`config.mk`:
```
export PLATFORM = sky130hd
export DESIGN_NAME = mii_rx_nibble_aligner
export DESIGN_NICKNAME = d
export VERILOG_FILES = /design/src/rtl/mii_rx_nibble_aligner.sv
export SDC_FILE = /design/constraint.sdc
export NUM_CORES = 1
export LEC_CHECK = 0
export BUFFER_PORTS_ARGS = -buffer_cell sky130_fd_sc_hd__buf_4
export CAP_MARGIN = 15
export CORE_MARGIN = 3
export CORE_UTILIZATION = 61
export CTS_BUF_LIST = sky130_fd_sc_hd__clkbuf_16
export DETAILED_ROUTE_END_ITERATION = 10
export PLACE_DENSITY = 0.87
export SLEW_MARGIN = 20
export SYNTH_ARGS = -nofsm -noshare
export SYNTH_HDL_FRONTEND = slang
export SYNTH_SLANG_ARGS = --single-unit
```
`constraint.sdc`:
```
create_clock -name clock -period 4.24 [get_ports clock]
set_clock_uncertainty 0.1 [all_clocks]
set_input_delay 0.212 -clock clock [delete_from_list [all_inputs] [get_ports clock]]
set_output_delay 0.212 -clock clock [all_outputs]
set_load 0.05 [all_outputs]
```
`src/rtl/mii_rx_nibble_aligner.sv`:
```
// -----------------------------------------------------------------------------
// mii_rx_nibble_aligner
//
// MII receive front end. Registers the MII pads once, hunts for a preamble of
// at least MIN_PRE 0x5 nibbles followed by the 0xD SFD nibble, then packs the
// nibble stream into bytes (low nibble first) for the MAC's byte-wide port.
// One assembled byte is always held back so the end-of-frame marker can ride
// on the last byte. Because of that holdback the eof strobe follows the last
// regular strobe by a single cycle.
//
// Optional feature (compile-time macro MII_RX_FCS_CHK_EN):
//   defined   - a reflected CRC-32 runs over every assembled byte, including
//               the 4 FCS bytes. A bad residue at eof raises out_fcs_err and
//               out_err.
//   undefined - no CRC logic, out_fcs_err is held at 0.
//
// Ports:
//   clock        in   MII RX clock, rising edge
//   reset        in   asynchronous, active-high reset
//   mii_rxd      in   [3:0] receive nibble
//   mii_rx_dv    in   receive data valid
//   mii_rx_er    in   receive error
//   out_data     out  [7:0] assembled byte
//   out_valid    out  one-cycle strobe, out_data valid
//   out_sof      out  with out_valid: first byte of frame
//   out_eof      out  with out_valid: last byte of frame
//   out_err      out  with out_eof: frame is bad
//   out_fcs_err  out  with out_eof: FCS mismatch
//   stat_good    out  [15:0] frames ended without error (wraps)
//   stat_bad     out  [15:0] frames ended with error plus dropped preambles (wraps)
// -----------------------------------------------------------------------------
module mii_rx_nibble_aligner #(
    parameter int MIN_PRE   = 4,
    parameter int MAX_BYTES = 1522,
    parameter int LEN_W     = 11
) (
    input  logic        clock,
    input  logic        reset,
    input  logic [3:0]  mii_rxd,
    input  logic        mii_rx_dv,
    input  logic        mii_rx_er,
    output logic [7:0]  out_data,
    output logic        out_valid,
    output logic        out_sof,
    output logic        out_eof,
    output logic        out_err,
    output logic        out_fcs_err,
    output logic [15:0] stat_good,
    output logic [15:0] stat_bad
);

    typedef enum logic [2:0] {
        S_IDLE,
        S_PRE,
        S_DLO,
        S_DHI,
        S_DROP
    } state_t;

    localparam int              PRE_W   = $clog2(MIN_PRE + 1);
    localparam logic [PRE_W-1:0] PRE_SAT = PRE_W'(MIN_PRE);
    localparam logic [LEN_W-1:0] LEN_MAX = LEN_W'(MAX_BYTES);

    // Registered copy of the pads; everything below works on this copy.
    logic [3:0] rxd_q;
    logic       dv_q;
    logic       er_q;

    state_t state;
    state_t state_next;

    logic [PRE_W-1:0] pre_cnt;
    logic [3:0]       lo_nib;
    logic [7:0]       hold_data;
    logic             hold_full;
    logic             hold_sof;
    logic [LEN_W-1:0] byte_cnt;
    logic             err_q;

    logic [7:0] new_byte;
    logic       pre_ok;
    logic       at_limit;
    logic       fcs_bad;

    // Decisions for the current cycle, registered onto the outputs below.
    logic emit;
    logic emit_eof;
    logic end_err;
    logic load_hold;
    logic frame_start;
    logic inc_good;
    logic inc_bad;

    assign new_byte = {rxd_q, lo_nib};
    assign pre_ok   = (pre_cnt >= PRE_SAT);
    // The byte now completing would be number MAX_BYTES+1.
    assign at_limit = (byte_cnt == LEN_MAX);

    // -------------------------------------------------------------------------
    // Input stage
    // -------------------------------------------------------------------------
    // NOTE: sequential state uses non-blocking assignments so every flop
    // samples the pre-edge value of its inputs, independent of block order.
    always_ff @(posedge clock or posedge reset) begin
        if (reset) begin
            rxd_q <= 4'h0;
            dv_q  <= 1'b0;
            er_q  <= 1'b0;
        end else begin
            rxd_q <= mii_rxd;
            dv_q  <= mii_rx_dv;
            er_q  <= mii_rx_er;
        end
    end

    // -------------------------------------------------------------------------
    // FSM: state register
    // -------------------------------------------------------------------------
    always_ff @(posedge clock or posedge reset) begin
        if (reset) state <= S_IDLE;
        else       state <= state_next;
    end

    // -------------------------------------------------------------------------
    // FSM: next state
    // -------------------------------------------------------------------------
    // NOTE: each combinational block assigns a default to every output first,
    // so no path through the case statement can infer a latch.
    always_comb begin
        state_next = state;
        unique case (state)
            S_IDLE: begin
                if (dv_q) state_next = (!er_q && rxd_q == 4'h5) ? S_PRE : S_DROP;
            end
            S_PRE: begin
                if (!dv_q)                            state_next = S_IDLE;
                else if (er_q)                        state_next = S_DROP;
                else if (rxd_q == 4'h5)               state_next = S_PRE;
                else if (rxd_q == 4'hD && pre_ok)     state_next = S_DLO;
                else                                  state_next = S_DROP;
            end
            S_DLO: begin
                state_next = dv_q ? S_DHI : S_IDLE;
            end
            S_DHI: begin
                if (!dv_q)         state_next = S_IDLE;
                else if (at_limit) state_next = S_DROP;
                else               state_next = S_DLO;
            end
            S_DROP: begin
                if (!dv_q) state_next = S_IDLE;
            end
            default: state_next = S_IDLE;
        endcase
    end

    // -------------------------------------------------------------------------
    // FSM: output decisions
    // -------------------------------------------------------------------------
    always_comb begin
        emit        = 1'b0;
        emit_eof    = 1'b0;
        end_err     = 1'b0;
        load_hold   = 1'b0;
        frame_start = 1'b0;
        inc_good    = 1'b0;
        inc_bad     = 1'b0;
        unique case (state)
            S_PRE: begin
                if (dv_q) begin
                    if (er_q)                            inc_bad     = 1'b1;
                    else if (rxd_q == 4'hD && pre_ok)    frame_start = 1'b1;
                    else if (rxd_q != 4'h5)              inc_bad     = 1'b1;
                end
            end
            S_DLO: begin
                // dv falling on an even nibble count is the clean end.
                if (!dv_q) begin
                    if (hold_full) begin
                        emit     = 1'b1;
                        emit_eof = 1'b1;
                        end_err  = err_q | fcs_bad;
                    end else begin
                        inc_bad  = 1'b1;   // zero-length frame
                    end
                end
            end
            S_DHI: begin
                if (!dv_q || at_limit) begin
                    // Odd nibble count or oversize frame: close it as bad.
                    if (hold_full) begin
                        emit     = 1'b1;
                        emit_eof = 1'b1;
                        end_err  = 1'b1;
                    end else begin
                        inc_bad  = 1'b1;
                    end
                end else begin
                    load_hold = 1'b1;
                    emit      = hold_full;
                end
            end
            default: ;
        endcase
        if (emit_eof) begin
            inc_good = ~end_err;
            inc_bad  = end_err;
        end
    end

    // -------------------------------------------------------------------------
    // Datapath, outputs and statistics
    // -------------------------------------------------------------------------
    always_ff @(posedge clock or posedge reset) begin
        if (reset) begin
            pre_cnt     <= '0;
            lo_nib      <= 4'h0;
            hold_data   <= 8'h00;
            hold_full   <= 1'b0;
            hold_sof    <= 1'b0;
            byte_cnt    <= '0;
            err_q       <= 1'b0;
            out_data    <= 8'h00;
            out_valid   <= 1'b0;
            out_sof     <= 1'b0;
            out_eof     <= 1'b0;
            out_err     <= 1'b0;
            out_fcs_err <= 1'b0;
            stat_good   <= 16'h0000;
            stat_bad    <= 16'h0000;
        end else begin
            out_valid   <= emit;
            out_data    <= emit ? hold_data : 8'h00;
            out_sof     <= emit & hold_sof;
            out_eof     <= emit_eof;
            out_err     <= emit_eof & end_err;
            out_fcs_err <= emit_eof & fcs_bad;

            if (inc_good) stat_good <= stat_good + 16'd1;
            if (inc_bad)  stat_bad  <= stat_bad + 16'd1;

            // The first 0x5 is consumed in IDLE, so PRE starts counting at 1.
            if (state == S_IDLE)
                pre_cnt <= PRE_W'(1);
            else if (state == S_PRE && dv_q && rxd_q == 4'h5 && pre_cnt != PRE_SAT)
                pre_cnt <= pre_cnt + PRE_W'(1);

            if (frame_start) begin
                hold_full <= 1'b0;
                byte_cnt  <= '0;
                err_q     <= 1'b0;
            end

            if ((state == S_DLO || state == S_DHI) && dv_q && er_q)
                err_q <= 1'b1;

            if (state == S_DLO && dv_q)
                lo_nib <= rxd_q;

            if (load_hold) begin
                hold_data <= new_byte;
                hold_full <= 1'b1;
                hold_sof  <= (byte_cnt == '0);
                byte_cnt  <= byte_cnt + LEN_W'(1);
            end else if (emit_eof) begin
                hold_full <= 1'b0;
            end
        end
    end

    // -------------------------------------------------------------------------
    // Optional FCS check
    // -------------------------------------------------------------------------
`ifdef MII_RX_FCS_CHK_EN
    localparam logic [31:0] CRC_POLY_R  = 32'hEDB88320;  // 0x04C11DB7 reflected
    localparam logic [31:0] CRC_RESIDUE = 32'hC704DD7B;

    logic [31:0] crc;

    function automatic logic [31:0] crc32_byte(input logic [31:0] c, input logic [7:0] d);
        logic [31:0] r;
        r = c ^ {24'h000000, d};
        for (int i = 0; i < 8; i++)
            r = r[0] ? ((r >> 1) ^ CRC_POLY_R) : (r >> 1);
        return r;
    endfunction

    function automatic logic [31:0] bit_rev32(input logic [31:0] v);
        logic [31:0] r;
        for (int i = 0; i < 32; i++)
            r[i] = v[31-i];
        return r;
    endfunction

    always_ff @(posedge clock or posedge reset) begin
        if (reset)            crc <= 32'hFFFFFFFF;
        else if (frame_start) crc <= 32'hFFFFFFFF;
        else if (load_hold)   crc <= crc32_byte(crc, new_byte);
    end

    // The shift register holds the residue bit-reversed.
    assign fcs_bad = (bit_rev32(crc) != CRC_RESIDUE);
`else
    assign fcs_bad = 1'b0;
`endif

endmodule

```
# Word level (Yosys, flattened, before mapping)
# Cells that the tools add are included.
dict set report op_classes {
  addsub 4
  magnitude_cmp 1
  eq_ne 11
  muxes 45
  bitwise_logic 3
  reduce_logical 19
}
# op n
set op_table {}
lappend op_table {{two-way mux 3 bit} 11}
lappend op_table {{adder 16 x 1 -> 16 bit, second input constant} 2}
lappend op_table {{two-way mux 1 bit} 25}
lappend op_table {{two-way mux 11 bit} 2}
lappend op_table {{case mux 3 bit (5 select lines)} 1}
lappend op_table {{adder 11 x 1 -> 11 bit, second input constant} 1}
lappend op_table {{== test 11 bit, second input constant} 1}
lappend op_table {{zero test 11 bit} 1}
lappend op_table {{logical AND 1 bit} 8}
lappend op_table {{two-way mux 8 bit} 1}
lappend op_table {{== test 3 x 2 -> 1 bit, second input constant} 2}
lappend op_table {{case mux 1 bit (2 select lines)} 3}
lappend op_table {{nonzero test 2 bit} 3}
lappend op_table {{== test 4 x 3 -> 1 bit, second input constant} 1}
lappend op_table {{== test 4 bit, second input constant} 1}
lappend op_table {{inequality test 2 bit, second input constant} 2}
lappend op_table {{inequality test 4 x 3 -> 1 bit, second input constant} 1}
lappend op_table {{adder 3 x 1 -> 3 bit, second input constant} 1}
lappend op_table {{== test 3 x 1 -> 1 bit, second input constant} 1}
lappend op_table {{== test 3 bit, second input constant} 1}
lappend op_table {{>= comparator 3 bit, second input constant} 1}
lappend op_table {{zero test 3 bit} 1}
lappend op_table {{inequality test 3 bit, second input constant} 1}
lappend op_table {{case mux 1 bit (3 select lines)} 1}
lappend op_table {{7 further kinds} 10}
dict set report totals {
  register_bits 82
  input_bits 8
  out_inout_bits 45
  wordCells 101
}

# Logic depth before layout (Yosys ltp)
dict set report depth {
  word_depth 9
  ltp_mapped 10
  ltp_nobuf 7
}

# Worst setup path after synthesis
# OpenSTA, ideal clock, no wires.
dict set report synth_timing {
  kind {flip-flop to flip-flop}
  from {register byte_cnt[2]}
  to {register stat_bad[1]}
  setup_ns 0.125
  arrival_ns 1.985
  required_ns 4.015
  setup_slack_ns 2.030
  stages_incl_launch_ff 5
  cell_sequence {dfrtp_1 > or3_4 > o41a_1 > o31ai_4 > mux2_2}
}
dict set report synth_via {
  elab_chain_cells 5
}
# element line_no
set synth_rtl {}
lappend synth_rtl {{from (decl)} 77} ;# logic [LEN_W-1:0] byte_cnt;
lappend synth_rtl {{from (signal assigned)} 264} ;# byte_cnt <= byte_cnt + LEN_W'(1);
lappend synth_rtl {{== test 11 bit (*)} 97} ;# assign at_limit = (byte_cnt == LEN_MAX);
lappend synth_rtl {{logical OR 1 bit (*)} 189} ;# if (!dv_q || at_limit) begin
lappend synth_rtl {{two-way mux 1 bit} 189}
lappend synth_rtl {{case mux 1 bit (3 select lines) or case mux 1 bit (2 select lines) (tied branches)} 168} ;# unique case (state)
lappend synth_rtl {{two-way mux 1 bit (*)} 205} ;# if (emit_eof) begin
lappend synth_rtl {{to (signal assigned)} 240} ;# if (inc_bad) stat_bad <= stat_bad + 16'd1;
lappend synth_rtl {{to (decl)} 49} ;# output logic [15:0] stat_bad
# Mark *: on every way between the ends. The rest lies on a longest branch, timed or not.
# A chain may end at the register's enable or synchronous reset.

# Worst setup path in the final report
dict set report layout_timing {
  from {register byte_cnt[0]}
  to {register stat_bad[1]}
}
# The elaborated chain is that of the path after synthesis.

==> out/results.ini <==
[detailed_routing]
drtAntennaViolNets=0
wirelength_mm=7.765
drt_iter0_markers=153
dr.pass1.iters=4
drc=0
wl_per_cell_um=16.56
vias_per_cell=5.719
via_count=2682

[sta]
hold_violations=0
post-route-period-util=0.5800
rsz0062_at_grt=no
worst_slew_pin_slew_ns=0.7624
period_needed_ns=2.459
fin_setup_tns_ns=0
relSlewSlack=0.4878
fmax_ghz=0.4066
maxSlewViolCount=0
setup_viol=0

[die]
coreArea_sq_um=5608
rows=27
die_w_um=82.65
dieHeight_um=82.65
io_pins=53
start_util=0.6390
die-area_sq_um=6830

[final_layout]
antennaDiodeCount=0
nets=407
post-route-util=0.7871
fillers=345
drive_above_1_share=0.2065
syn_to_final_growth_pct=23.18
instances_no_fill=469

[power]
power_mw=1.655
ir_worst_vdd_mv=0.3092
leakage_nw=2.193
powerDensity_nw_per_um2=374.8

[worst_setup_path]
cp_slowest_cell=o41a_1
cpPeakStageDelay_ns=0.52
start_kind=register
worst-path-max-fanout=10
cp_data_required_time_ns=4.35
cp-end-kind=register
arrival_ns=2.57
critPathKind=reg -> reg
crit_chain=inv_1, ha_1, nand4_1, o41a_1, o31ai_4, mux2_2

[global_routing]
grt.total_usage=0.2527
grt-ovfl-total=0
grt_pass1_vias=2672
grt_max_degree=43
grt_first_pass_wirelength_mm=12.92
antenna_found_initial=0

[synth]
synth_warnings=0
ys.flop_type=dfrtp_1
synth_edf_count=0
async_reset_ff_frac=1.000
synth_area_leaders=dfrtp_1, nand2_1, xnor2_1, xor2_1, nand3_1
synth_area_leader_cell=dfrtp_1
synth_seq_cells=82
netlist_instances=330
avgSynthCellArea_sq_um=10.86
synth_nets=345
synth_most_common_cell=dfrtp_1
yosysTopAreaCellShare=0.5726
yosysSeqAreaShare=0.5726
mappedNetlistArea_sq_um=3583
yosys-top-cells-count=dfrtp_1, nand2_1, nand3_1, xnor2_1, nor2_1
ys_types=43

[clocking]
cts_tree=yes
htree_levels=3
clk_latency_ns=0.33
clockRootBuffer=clkbuf_16
cts_buffers=9
clkTransAtPathRegs_ns=0.06
clk_path_buf_depth=2
cts_num_sinks=82

[placement]
place_inst=446
port_buffers=51
routabilityCongestion=0.9045
dp_hpwl_mm=4.944

[hold_path]
hold_path_class=reg -> reg

[flow_run]
drv_cap=0

[run_status]
status=completed

## sequential cells by signal (all words and copies together) (netlist names), 3 cells and up
signal / flops
byte_cnt: 11
hold_data: 8
lo_nib: 4
out_data: 8
pre_cnt: 3
rxd_q: 4
stat_bad: 16
stat_good: 16
state: 3
## stage by stage
| step | cell area (sq um) | worst slack [ns] | hold slack (ns) |
|---|---|---|---|
| finish | 4414 | 1.781 | 0.3682 |
| global route | 4414 | 1.553 | 0.3984 |
| CTS | 4414 | 1.792 | 0.3751 |
| detailed placement | 4028 | 1.825 | 0.2223 |
| global placement | 4028 | 1.916 | 0.2212 |
| floorplan | 3583 | 1.820 | 0.1434 |
## report_power, final
part	internal [mW]	switching (mW)	total, mW
Clock	0.514	0.305	0.820
Combinational	0.0147	0.0269	0.0416
Sequential	0.787	0.00615	0.793
Total	1.32	0.338	1.65
## worst max-delay path: cells and delay by family (launching register included)
kind | cells | cell delay (ns)
AOI/OAI and AO/OA | 2 | 1.03
DFF | 1 | 0.45
muxes | 1 | 0.40
adders and majority gates | 1 | 0.14
buffers and inverters | 1 | 0.11
and+or+nand+nor | 1 | 0.11
## repair_timing
item                                   4_1_cts  5_1_grt
setup buffers                                0        0
endpoints found under the hold margin       46        0
resized for setup                            0        0
hold buffers                                 7        0
## final cells by class
type	instances	area (sq um)	area share
Timing Repair Buffer	59	460.4	0.1043
Multi-Input combinational cell	230	1456	0.3299
Clock inverter	7	91.34	0.02069
Clock buffer	9	225.2	0.05102
Inverter	10	38.79	0.008787
Tap cell	72	90.09	0.02041
Sequential cell	82	2052	0.4649
## worst paths after layout
path                           endpoint        start  cells after the start  slack [ns]
min                        hold_data[2]    lo_nib[2]                      2        0.37
max                         stat_bad[1]  byte_cnt[0]                      6        1.78
min in group asynchronous     lo_nib[2]        reset                      3        0.45
min reg2reg                hold_data[2]    lo_nib[2]                      2        0.37
max in group asynchronous          dv_q        reset                      4        2.64
max reg2reg                 stat_bad[1]  byte_cnt[0]                      6        1.78
## per-layer routing
layer	vias up	GRT usage	share of wire
met1	1318	0.3304	0.42
met3	18	0.06833	0.053
li1	1258	-	-
met4	0	0.08170	0.022
met5	-	0	0
met2	88	0.4111	0.50
## placed cells by master (no fill, tap or decap), types with 2 or more instances in the layout
master / synthesis / final
dlygate4sd3_1: 0 / 7
nor3_1: 14 / 14
o21ai_0: 9 / 9
inv_1: 10 / 9
nand3_1: 20 / 20
a21o_1: 2 / 2
nand2b_1: 3 / 3
o31ai_1: 2 / 2
bufinv_16: 0 / 2
and2_1: 10 / 10
buf_4: 1 / 52
or3_1: 3 / 3
nand2_1: 50 / 50
and3_1: 9 / 9
ha_1: 7 / 7
clkinv_2: 0 / 3
nand4_1: 13 / 13
dfrtp_1: 82 / 82
xnor2_1: 20 / 20
nor4_1: 2 / 2
a21oi_1: 8 / 8
xor2_1: 12 / 12
clkbuf_16: 0 / 9
mux2_2: 5 / 5
mux2i_1: 6 / 6
nor2_1: 16 / 16
## cells by family (layout without fill, tap and decap cells)
family / Yosys count / count (layout) / synth area share
AND/OR/NAND/NOR: 153 / 153 / 0.2203
buffers and inverters: 18 / 85 / 0.02095
other: 1 / 1 / 0.001046
XOR/XNOR: 32 / 32 / 0.07821
AO/OA/AOI/OAI: 26 / 26 / 0.04993
multiplexers: 11 / 11 / 0.03247
flip-flops: 82 / 82 / 0.5726
adder cells (fa/ha/maj): 7 / 7 / 0.02444
No activity file was read; power rests on OpenSTA's default activity.
